<file path="src/rtl/core_defs.sv">
// Shared definitions for the load/store path: funct3 and store encodings,
// LSU state encoding, access-size decode and alignment helpers.
package core_defs;

  localparam int DATA_W = 32;

  localparam logic [2:0] F3_LB  = 3'b000;
  localparam logic [2:0] F3_LH  = 3'b001;
  localparam logic [2:0] F3_LW  = 3'b010;
  localparam logic [2:0] F3_LBU = 3'b100;
  localparam logic [2:0] F3_LHU = 3'b101;

  localparam logic [1:0] SC_SB = 2'b00;
  localparam logic [1:0] SC_SH = 2'b01;
  localparam logic [1:0] SC_SW = 2'b10;

  typedef enum logic [1:0] {S_IDLE, S_REQ, S_WAIT, S_DONE} lsu_state_e;
  typedef enum logic [1:0] {SZ_BYTE, SZ_HALF, SZ_WORD} acc_size_e;

  // Reserved load encodings fall through to a full-word access.
  function automatic acc_size_e load_size(input logic [2:0] f3);
    case (f3)
      F3_LB, F3_LBU: return SZ_BYTE;
      F3_LH, F3_LHU: return SZ_HALF;
      F3_LW:         return SZ_WORD;
      default:       return SZ_WORD;
    endcase
  endfunction

  function automatic acc_size_e store_size(input logic [1:0] sc);
    case (sc)
      SC_SB:   return SZ_BYTE;
      SC_SH:   return SZ_HALF;
      SC_SW:   return SZ_WORD;
      default: return SZ_WORD;
    endcase
  endfunction

  function automatic logic [1:0] align_offset(input acc_size_e sz, input logic [1:0] a);
    case (sz)
      SZ_BYTE: return a;
      SZ_HALF: return {a[1], 1'b0};
      default: return 2'b00;
    endcase
  endfunction

  function automatic logic is_misaligned(input acc_size_e sz, input logic [1:0] a);
    case (sz)
      SZ_BYTE: return 1'b0;
      SZ_HALF: return a[0];
      default: return |a;
    endcase
  endfunction

endpackage

</file>
<file path="src/rtl/lsu_load_align.sv">
// Load data alignment: picks the byte or halfword lane from the read word
// and sign- or zero-extends it to the register width.
module lsu_load_align
  import core_defs::*;
(
  input  logic [DATA_W-1:0] rdata,
  input  logic [1:0]        off,
  input  logic [2:0]        load_ctrl,
  output logic [DATA_W-1:0] result
);

  function automatic logic [DATA_W-1:0] ext_byte(input logic [7:0] v, input logic sgn);
    return {{(DATA_W-8){sgn & v[7]}}, v};
  endfunction

  function automatic logic [DATA_W-1:0] ext_half(input logic [15:0] v, input logic sgn);
    return {{(DATA_W-16){sgn & v[15]}}, v};
  endfunction

  logic [7:0]  byte_sel;
  logic [15:0] half_sel;
  logic        sgn;

  always_comb begin
    byte_sel = rdata[7:0];
    case (off)
      2'd1:    byte_sel = rdata[15:8];
      2'd2:    byte_sel = rdata[23:16];
      2'd3:    byte_sel = rdata[31:24];
      default: byte_sel = rdata[7:0];
    endcase
    half_sel = off[1] ? rdata[31:16] : rdata[15:0];
    sgn      = !(load_ctrl == F3_LBU || load_ctrl == F3_LHU);
    result   = rdata;
    case (load_size(load_ctrl))
      SZ_BYTE: result = ext_byte(byte_sel, sgn);
      SZ_HALF: result = ext_half(half_sel, sgn);
      default: result = rdata;
    endcase
  end

endmodule

</file>
<file path="src/rtl/load_store_unit.sv">
// Memory-stage load/store unit: valid/ready data bus master with byte lanes,
// load extension, pipeline stall and bus timeout. Option: LSU_MISALIGN_TRAP_EN.
module load_store_unit
  import core_defs::*;
#(
  parameter int ADDR_WIDTH     = 32,
  parameter int TIMEOUT_CYCLES = 255
) (
  input  logic                  clk,
  input  logic                  rstn,
  input  logic                  lsuValid,
  input  logic                  memWrite,
  input  logic [2:0]            loadCtrl,
  input  logic [1:0]            storeCtrl,
  input  logic [ADDR_WIDTH-1:0] addr,
  input  logic [DATA_W-1:0]     storeData,
  output logic                  stall,
  output logic [DATA_W-1:0]     loadResult,
  output logic                  loadValid,
  output logic                  busError,
  output logic                  memReq,
  output logic                  memWe,
  output logic [ADDR_WIDTH-1:0] memAddr,
  output logic [3:0]            memBe,
  output logic [DATA_W-1:0]     memWData,
  input  logic                  memReady,
  input  logic                  memRespValid,
  input  logic [DATA_W-1:0]     memRData
);

  localparam int CNT_W = (TIMEOUT_CYCLES < 2) ? 1 : $clog2(TIMEOUT_CYCLES + 1);

  lsu_state_e              state_q;
  logic                    we_p0;
  logic [2:0]              lctrl_p0;
  logic [1:0]              off_p0;
  logic [ADDR_WIDTH-3:0]   word_addr_p0;
  logic [3:0]              be_p0;
  logic [DATA_W-1:0]       wdata_p0;
  logic [DATA_W-1:0]       rdata_p0;
  logic [CNT_W-1:0]        cnt_q;
  logic                    err_q;

  acc_size_e               req_size;
  logic [1:0]              req_off;
  logic [3:0]              req_be;
  logic [DATA_W-1:0]       req_wdata;
  logic                    misalign;
  logic                    timeout_hit;
  logic [DATA_W-1:0]       align_result;

  // Issue-cycle decode: lane offset (masked to the access size), enables, replicated data.
  always_comb begin
    req_size  = memWrite ? store_size(storeCtrl) : load_size(loadCtrl);
    req_off   = align_offset(req_size, addr[1:0]);
    req_be    = 4'b1111;
    req_wdata = storeData;
    case (req_size)
      SZ_BYTE: begin
        req_be    = 4'b0001 << req_off;
        req_wdata = {4{storeData[7:0]}};
      end
      SZ_HALF: begin
        req_be    = 4'b0011 << req_off;
        req_wdata = {2{storeData[15:0]}};
      end
      default: begin
        req_be    = 4'b1111;
        req_wdata = storeData;
      end
    endcase
  end

`ifdef LSU_MISALIGN_TRAP_EN
  assign misalign = is_misaligned(req_size, addr[1:0]);
`else
  assign misalign = 1'b0;
`endif

  assign timeout_hit = (TIMEOUT_CYCLES != 0) && (cnt_q == CNT_W'(TIMEOUT_CYCLES - 1));

  always_ff @(posedge clk or negedge rstn) begin
    if (!rstn) begin
      state_q      <= S_IDLE;
      we_p0        <= 1'b0;
      lctrl_p0     <= '0;
      off_p0       <= '0;
      word_addr_p0 <= '0;
      be_p0        <= '0;
      wdata_p0     <= '0;
      rdata_p0     <= '0;
      cnt_q        <= '0;
      err_q        <= 1'b0;
    end else begin
      err_q <= 1'b0;
      case (state_q)
        S_IDLE: begin
          cnt_q <= '0;
          if (lsuValid) begin
            if (misalign) begin
              err_q <= 1'b1;
            end else begin
              we_p0        <= memWrite;
              lctrl_p0     <= loadCtrl;
              off_p0       <= req_off;
              word_addr_p0 <= addr[ADDR_WIDTH-1:2];
              be_p0        <= req_be;
              wdata_p0     <= req_wdata;
              state_q      <= S_REQ;
            end
          end
        end
        S_REQ: begin
          if (memReady) begin
            cnt_q   <= '0;
            state_q <= S_WAIT;
          end else if (timeout_hit) begin
            cnt_q   <= '0;
            err_q   <= 1'b1;
            state_q <= S_IDLE;
          end else begin
            cnt_q <= cnt_q + CNT_W'(1);
          end
        end
        // A response in the same cycle as the request handshake is not taken here.
        S_WAIT: begin
          if (memRespValid) begin
            cnt_q    <= '0;
            rdata_p0 <= memRData;
            state_q  <= S_DONE;
          end else if (timeout_hit) begin
            cnt_q   <= '0;
            err_q   <= 1'b1;
            state_q <= S_IDLE;
          end else begin
            cnt_q <= cnt_q + CNT_W'(1);
          end
        end
        default: begin
          cnt_q   <= '0;
          state_q <= S_IDLE;
        end
      endcase
    end
  end

  lsu_load_align u_align (
    .rdata     (rdata_p0),
    .off       (off_p0),
    .load_ctrl (lctrl_p0),
    .result    (align_result)
  );

  assign memReq     = (state_q == S_REQ);
  assign memWe      = memReq & we_p0;
  assign memAddr    = memReq ? {word_addr_p0, 2'b00} : '0;
  assign memBe      = memReq ? be_p0 : '0;
  assign memWData   = memReq ? wdata_p0 : '0;
  assign stall      = ((state_q == S_IDLE) && lsuValid) || (state_q == S_REQ) || (state_q == S_WAIT);
  assign loadValid  = (state_q == S_DONE) && !we_p0;
  assign loadResult = loadValid ? align_result : '0;
  assign busError   = err_q;

endmodule
</file>
<file path="config.mk">
export PLATFORM = sky130hd
export DESIGN_NAME = load_store_unit
export DESIGN_NICKNAME = d
export VERILOG_FILES = /design/src/rtl/core_defs.sv /design/src/rtl/lsu_load_align.sv /design/src/rtl/load_store_unit.sv
export SDC_FILE = /design/constraint.sdc
export NUM_CORES = 1
export LEC_CHECK = 0
export BUFFER_PORTS_ARGS = -buffer_cell sky130_fd_sc_hd__buf_2
export CORE_MARGIN = 1
export CORE_UTILIZATION = 25
export CTS_BUF_LIST = sky130_fd_sc_hd__clkbuf_4 sky130_fd_sc_hd__clkbuf_8 sky130_fd_sc_hd__clkbuf_16
export DETAILED_ROUTE_END_ITERATION = 8
export PLACE_DENSITY_LB_ADDON = 0.08
export SLEW_MARGIN = 20
export SYNTH_ARGS = -nofsm -noshare
export SYNTH_HDL_FRONTEND = slang
export SYNTH_SLANG_ARGS = --single-unit
</file>
<file path="constraint.sdc">
create_clock -name clk -period 1.8 [get_ports clk]
set_input_delay 0.18 -clock clk [delete_from_list [all_inputs] [get_ports clk]]
set_output_delay 0.18 -clock clk [all_outputs]
set_load 0.03 [all_outputs]
</file>
After elaboration in Yosys (flattened, before gate mapping)
Index checks and enable logic that the tools add are counted.

operators by class
  add/subtract/negate cells = 1
  equality and inequality tests = 17
  shift-type cells = 2
  mux-type cells = 27
  bitwise operators = 3
  reduce and logical (&&, ||, !) cells = 19

operator list
  kind                                                                    count
  32-bit case mux with 2 select lines                                     2
  32-bit 2-to-1 mux                                                       3
  8-bit 2-to-1 mux                                                        3
  8-bit case mux with 3 select lines                                      1
  16-bit 2-to-1 mux                                                       1
  2-bit case mux with 2 select lines                                      4
  8-bit case mux with 2 select lines                                      1
  3-bit equality test (second input constant)                             4
  2-bit by 1-bit equality test with 1-bit output (second input constant)  5
  2-bit 2-to-1 mux                                                        5
  8-bit by 1-bit adder with 8-bit output (second input constant)          1
  2-bit equality test (second input constant)                             4
  8-bit equality test (second input constant)                             1
  2-bit zero test                                                         4
  4-bit case mux with 2 select lines                                      1
  2-bit OR reduction                                                      4
  3-bit by 1-bit equality test with 1-bit output (second input constant)  2
  3-bit zero test                                                         2
  2-bit case mux with 3 select lines                                      1
  4-bit 2-to-1 mux                                                        1
  2-bit AND reduction                                                     2
  1-bit by 2-bit left shift with 4-bit output (first input constant)      1
  2-bit by 2-bit left shift with 4-bit output (first input constant)      1
  1-bit AND                                                               3
  other kinds (6)                                                         12

storage, ports and cells
  flip-flop bits (word level) = 115
  output and inout port bits = 105
  logic and storage cells = 79

Longest topological paths before layout
  depth in word-level cells = 8
  mapped depth = 8
  mapped depth without buffers = 6

By module
From an unflattened synthesis, not the netlist that was laid out.

second synthesis, totals
  cells, all modules = 697
  area, all modules = 6456.2 µm²

modules (own cells, without submodules)
  module           instances  cells each  area an instance (µm²)  seq. area each (µm²)
  load_store_unit  1          566         5607.9                  2877.8
  lsu_load_align   1          131         848.3                   0.0

Worst setup path before layout
OpenSTA, ideal clock, no wires.

  kind = flip-flop to output port
  start point = register state_q[0]
  end point = output loadResult[0]
  data arrival time = 2228 ps
  required time = 1620 ps
  setup slack = -608 ps
  stages on the path, launching flop included = 7
  path buffers = 1
  cell sequence = dfrtp_1 > ha_1 > nand2b_1 > inv_1 > clkbuf_1 > o21ai_0 > a211oi_1

on the way
  cells in the longest elaborated chain, start to end = 3

ends and longest elaborated chain
  what                    RTL line                text
  from (decl)             load_store_unit.sv:33   lsu_state_e state_q;
  from (signal assigned)  load_store_unit.sv:84   state_q <= S_IDLE;
  from (signal assigned)  load_store_unit.sv:109  state_q <= S_REQ;
  from (signal assigned)  load_store_unit.sv:116  state_q <= S_WAIT;
  2-bit equality test     load_store_unit.sv:160  assign loadValid = (state_q == S_DONE) && !we_p0;
  1-bit logical AND       load_store_unit.sv:160
  named net loadValid     load_store_unit.sv:19   output logic loadValid,
  32-bit 2-to-1 mux       load_store_unit.sv:161  assign loadResult = loadValid ? align_result : '0;
  to (decl)               load_store_unit.sv:18   output logic [DATA_W-1:0] loadResult,

The timed path passes the listed nets, and every way through them passes these cells.

Worst setup path in the final report
  start point = register off_p0[0]
  end point = output loadResult[25]

on the way
  cells in the longest elaborated chain, start to end = 5
  elaborated cells between the ends (all ways) = 7
  those cells by class = eq/ne (3); mux (3); bitwise (1)

ends and longest elaborated chain
  what                                                                                   RTL line                text
  from (decl)                                                                            load_store_unit.sv:36   logic [1:0] off_p0;
  from (signal assigned)                                                                 load_store_unit.sv:105  off_p0 <= req_off;
  2-bit equality test or 2-bit by 1-bit equality test with 1-bit output (tied branches)  lsu_load_align.sv:26    case (off)
  8-bit case mux with 3 select lines (*)                                                 lsu_load_align.sv:26
  1-bit AND (*)                                                                          lsu_load_align.sv:13    return {{(DATA_W-8){sgn & v[7]}}, v};
  32-bit case mux with 2 select lines (*)                                                lsu_load_align.sv:35    case (load_size(load_ctrl))
  32-bit 2-to-1 mux (*)                                                                  load_store_unit.sv:161

Every way passes the cells marked *; elsewhere a longest branch is shown, timed or not.

==> impl_summary.log <==
[metrics] I/O pin total: 212
[metrics] number of nets in the layout: 1,126
[metrics] hold path startpoint: storeData[10]
[metrics] outcome: complete, but fails checks
[metrics] power per cell area: 1820 nW/um^2
[metrics] post-synthesis sequential area ratio: 0.462
[metrics] count of flip-flops with a built-in enable after synthesis: 0
[metrics] Placer Congestion: 0.752
[metrics] CTS clock-pin slew for the worst setup and hold paths: 60 ps
[metrics] total negative slack for setup checks: -19,710 ps
[metrics] Gate power share: 0.582
[metrics] max-cap viol count: 0
[metrics] Avg Vias per Cell: 4.47
[metrics] cell count after synthesis: 679
[metrics] RR Startpoint: state_q[0]
[metrics] leading register cell type out of synthesis: sky130_fd_sc_hd__dfrtp_1
[metrics] worst IR drop on VDD: 0.000777 V
[metrics] final worst path period share: 1.21
[metrics] Routed Antenna Nets: 0
[metrics] H-tree levels: 4
[metrics] crit path setup slack, layout: -381 ps
[metrics] via total after detailed routing: 6,050
[metrics] Worst Setup Slack post-DPL: -48.1 ps
[metrics] maximum operating frequency: 0.459 GHz
[metrics] endpoint kind of the worst setup timing path: output port
[metrics] max-slew violation count: 0
[metrics] Post-synth ARST share: 1.00
[metrics] type of the setup path with the least slack: reg2out
[metrics] endpoints failing hold: 0
[metrics] Critical R2R Capture: rdata_p0[11]
[metrics] initial standard-cell utilization of the core: 0.255
[metrics] Max Root-Sink Buffers: 2
[metrics] number of search-and-repair iterations in the first detailed-routing pass: 4
[metrics] DIE HEIGHT: 160 um
[metrics] share of total power in sequential cells: 0.240
[metrics] maximum net fanout on the critical path: 12
[metrics] Seq cells post-synth: 115
[metrics] Clock Sinks: 115
[metrics] source-to-sink clock delay at the later pin of the worst-skew pair: 430 ps
[metrics] synthesized area divided by synthesized cell count: 9.17 um^2
[metrics] clock power share: 0.178
[metrics] total leakage power: 0.00509 uW
[metrics] CP startpoint: off_p0[0]
[metrics] vias in the first global route: 6,079
[metrics] total of warnings raised by yosys: 0
[metrics] failing checks: negative setup slack
[metrics] worst hold slack: 14.6 ps
[metrics] full die area: 25,500 um^2
[metrics] number of buffers added by the clock tree synthesis step: 17
[metrics] setup repair after global routing missed its margin: true
[metrics] switching power share of the total: 0.403
[metrics] post-detailed-placement cell area: 7970 um^2
[metrics] worst reg-to-reg path cell count: 7
[metrics] Internal Pwr Total: 11,600 uW
[metrics] row count: 57
[metrics] half-perimeter wire length of the detailed placement result: 14.3 mm
[metrics] number of instances on the worst hold path: 2
[metrics] DRC Markers: 0
[metrics] filler instances: 2,388
[metrics] initial antenna violation count: 3
[metrics] internal reg-to-reg setup slack: 100 ps
[metrics] pin count of the biggest net entering global routing: 64
[metrics] total overflow reported by the global router: 0
[metrics] root buffer selected by CTS: sky130_fd_sc_hd__clkbuf_16
[metrics] Final Critical Period: 2180 ps
[metrics] clk_skew: 19.8 ps
[metrics] area inside the core boundary: 24,400 um^2
[metrics] all-layer global routing usage: 0.173
[metrics] critical path data required time: 1620 ps
[metrics] type of the worst min-delay path: in2reg
[metrics] Sw Pwr: 7860 uW
[metrics] final core utilization: 0.440
[metrics] Die Width: 160 um
[metrics] Cell Area, Synth: 6230 um^2
[metrics] Avg WL per Cell: 16.8 um
[metrics] final wirelength: 22.7 mm
[metrics] Hold Crit Endpoint: wdata_p0[26]
[metrics] first-pass GRT wire length: 34.1 mm
[metrics] layout cells sized above 1: 0.490
[metrics] clock tree from TritonCTS: yes
[metrics] post-route cell area: 10,700 um^2
[metrics] launching element type of the critical path: flip-flop
[metrics] port buffer count: 209
[metrics] DRT iter0 DRCs: 288
[metrics] Area Growth Syn to Fin: 72.4%
[metrics] total setup violations reported at the end of the flow: 100
[metrics] Arr. time, crit path: 2000 ps
[metrics] Cell variety after synth: 44
## cell usage in the layout (no fill, tap or decap), types with 4 or more instances in the layout
cell	Yosys	routed
sky130_fd_sc_hd__dlygate4sd3_1	0	66
sky130_fd_sc_hd__inv_6	0	5
sky130_fd_sc_hd__clkinv_4	0	4
sky130_fd_sc_hd__a21oi_1	21	17
sky130_fd_sc_hd__nor2_1	61	48
sky130_fd_sc_hd__buf_6	6	102
sky130_fd_sc_hd__and2_4	0	68
sky130_fd_sc_hd__inv_1	8	5
sky130_fd_sc_hd__xor2_1	5	5
sky130_fd_sc_hd__buf_8	0	8
sky130_fd_sc_hd__buf_4	4	60
sky130_fd_sc_hd__nand2b_4	0	8
sky130_fd_sc_hd__buf_12	0	14
sky130_fd_sc_hd__mux2i_1	9	9
sky130_fd_sc_hd__dfrtp_1	115	112
sky130_fd_sc_hd__o21ai_1	0	10
sky130_fd_sc_hd__o22ai_1	7	5
sky130_fd_sc_hd__a211oi_2	0	8
sky130_fd_sc_hd__a31oi_1	9	9
sky130_fd_sc_hd__a221o_1	12	12
sky130_fd_sc_hd__buf_2	15	107
sky130_fd_sc_hd__mux4_2	3	7
sky130_fd_sc_hd__mux2_2	40	39
sky130_fd_sc_hd__nand2_1	168	166
sky130_fd_sc_hd__clkbuf_16	0	19
sky130_fd_sc_hd__nor2_4	0	4
sky130_fd_sc_hd__nor2_2	1	10
sky130_fd_sc_hd__o21ai_0	44	33
sky130_fd_sc_hd__nor2b_1	7	5
## cell families (layout without fill, tap and decap cells)
logic type,Yosys count,in the layout,synth area share
buffers and inverters,54,400,0.0452
xor gates and xnor gates,6,6,0.00844
other,1,4,0.000602
and+or+nand+nor,333,333,0.244
DFF,115,115,0.462
muxes,58,58,0.119
adders and majority gates,6,6,0.0121
AOI/OAI and AO/OA,106,106,0.109
## power by group through the flow
stage / logic [uW] / clock network [uW] / registers [uW]
6_report: 11400 / 3460 / 4690
2_1_floorplan: 5460 / 0 / 4310
5_1_grt: 12100 / 3680 / 4860
4_1_cts: 10700 / 3550 / 4630
3_3_place_gp: 7920 / 0 / 4610
3_5_place_dp: 7900 / 0 / 4600
## cell usage after synthesis, types with 8 or more instances
cell type / n / area [um^2]
sky130_fd_sc_hd__nand2b_1: 10 / 62.6
sky130_fd_sc_hd__inv_1: 8 / 30.0
sky130_fd_sc_hd__mux2_2: 40 / 450
sky130_fd_sc_hd__a211oi_1: 8 / 60.1
sky130_fd_sc_hd__dfrtp_1: 115 / 2880
sky130_fd_sc_hd__a221o_1: 12 / 120
sky130_fd_sc_hd__a21oi_1: 21 / 105
sky130_fd_sc_hd__buf_2: 15 / 75.1
sky130_fd_sc_hd__mux2i_1: 9 / 90.1
sky130_fd_sc_hd__nand2_1: 168 / 631
sky130_fd_sc_hd__nor2_1: 61 / 229
sky130_fd_sc_hd__clkbuf_1: 19 / 71.3
sky130_fd_sc_hd__o21ai_0: 44 / 220
sky130_fd_sc_hd__a31oi_1: 9 / 56.3
sky130_fd_sc_hd__and2_1: 68 / 425
## final cells by class
| cell class | instances | area (um^2) | area share |
|---|---|---|---|
| multi-input cells | 511 | 3530 | 0.329 |
| repair buffers | 360 | 3270 | 0.305 |
| flip-flops and latches | 115 | 2880 | 0.269 |
| clock buffers | 19 | 447 | 0.0416 |
| well taps | 324 | 405 | 0.0378 |
| clock inverters | 13 | 150 | 0.0140 |
| inverters | 8 | 41.3 | 0.00385 |
| diodes | 2 | 5.00 | 0.000466 |
## how the worst max path moves through the flow
stage               cells past startpoint  slack (ps)              to
finish                                  6        -380  loadResult[25]
CTS                                     6        -390  loadResult[31]
global placement                        6          -4  loadResult[25]
floorplan                               7        -100  loadResult[20]
global route                            6        -460  loadResult[31]
detailed placement                      6         -50    wdata_p0[27]
## per-stage QoR
step / cells / power (uW)
after floorplan: 680 / 9770
after global placement: 1218 / 12500
after detailed placement: 1218 / 12500
after CTS: 1337 / 18800
after global routing: 1350 / 20700
final: 1352 / 19500
## metal layers
| metal | wire length, um | track usage |
|---|---|---|
| met1 | 10900 | 0.235 |
| met2 | 10600 | 0.273 |
| met3 | 1040 | 0.0475 |
| met4 | 146 | 0.0390 |
| met5 | 13 | 0 |
## what timing repair did
| action | 4_1_cts | 5_1_grt |
|---|---|---|
| gates resized for setup | 287 | 102 |
| pin swaps | 8 | 13 |
| hold endpoints to repair | 176 | 4 |
| setup buffers | 21 | 9 |
| setup endpoints to repair | 109 | 114 |
| gates cloned | 5 | 5 |
| hold buffers | 62 | 4 |
## state kept, by name, indices dropped and copies added, names as in the netlist
name	cells
rdata_p0	32
off_p0	2
busError	1
word_addr_p0	30
lctrl_p0	3
we_p0	1
state_q	2
cnt_q	8
be_p0	4
wdata_p0	32
## worst max-delay path: stages (launching register included)
cell	delay [ps]
sky130_fd_sc_hd__dfrtp_2	450
sky130_fd_sc_hd__or3b_4	420
sky130_fd_sc_hd__buf_6	130
sky130_fd_sc_hd__a21boi_4	210
sky130_fd_sc_hd__buf_12	170
sky130_fd_sc_hd__nor2_1	50
sky130_fd_sc_hd__buf_4	170
No activity file was read; power rests on OpenSTA's default activity.
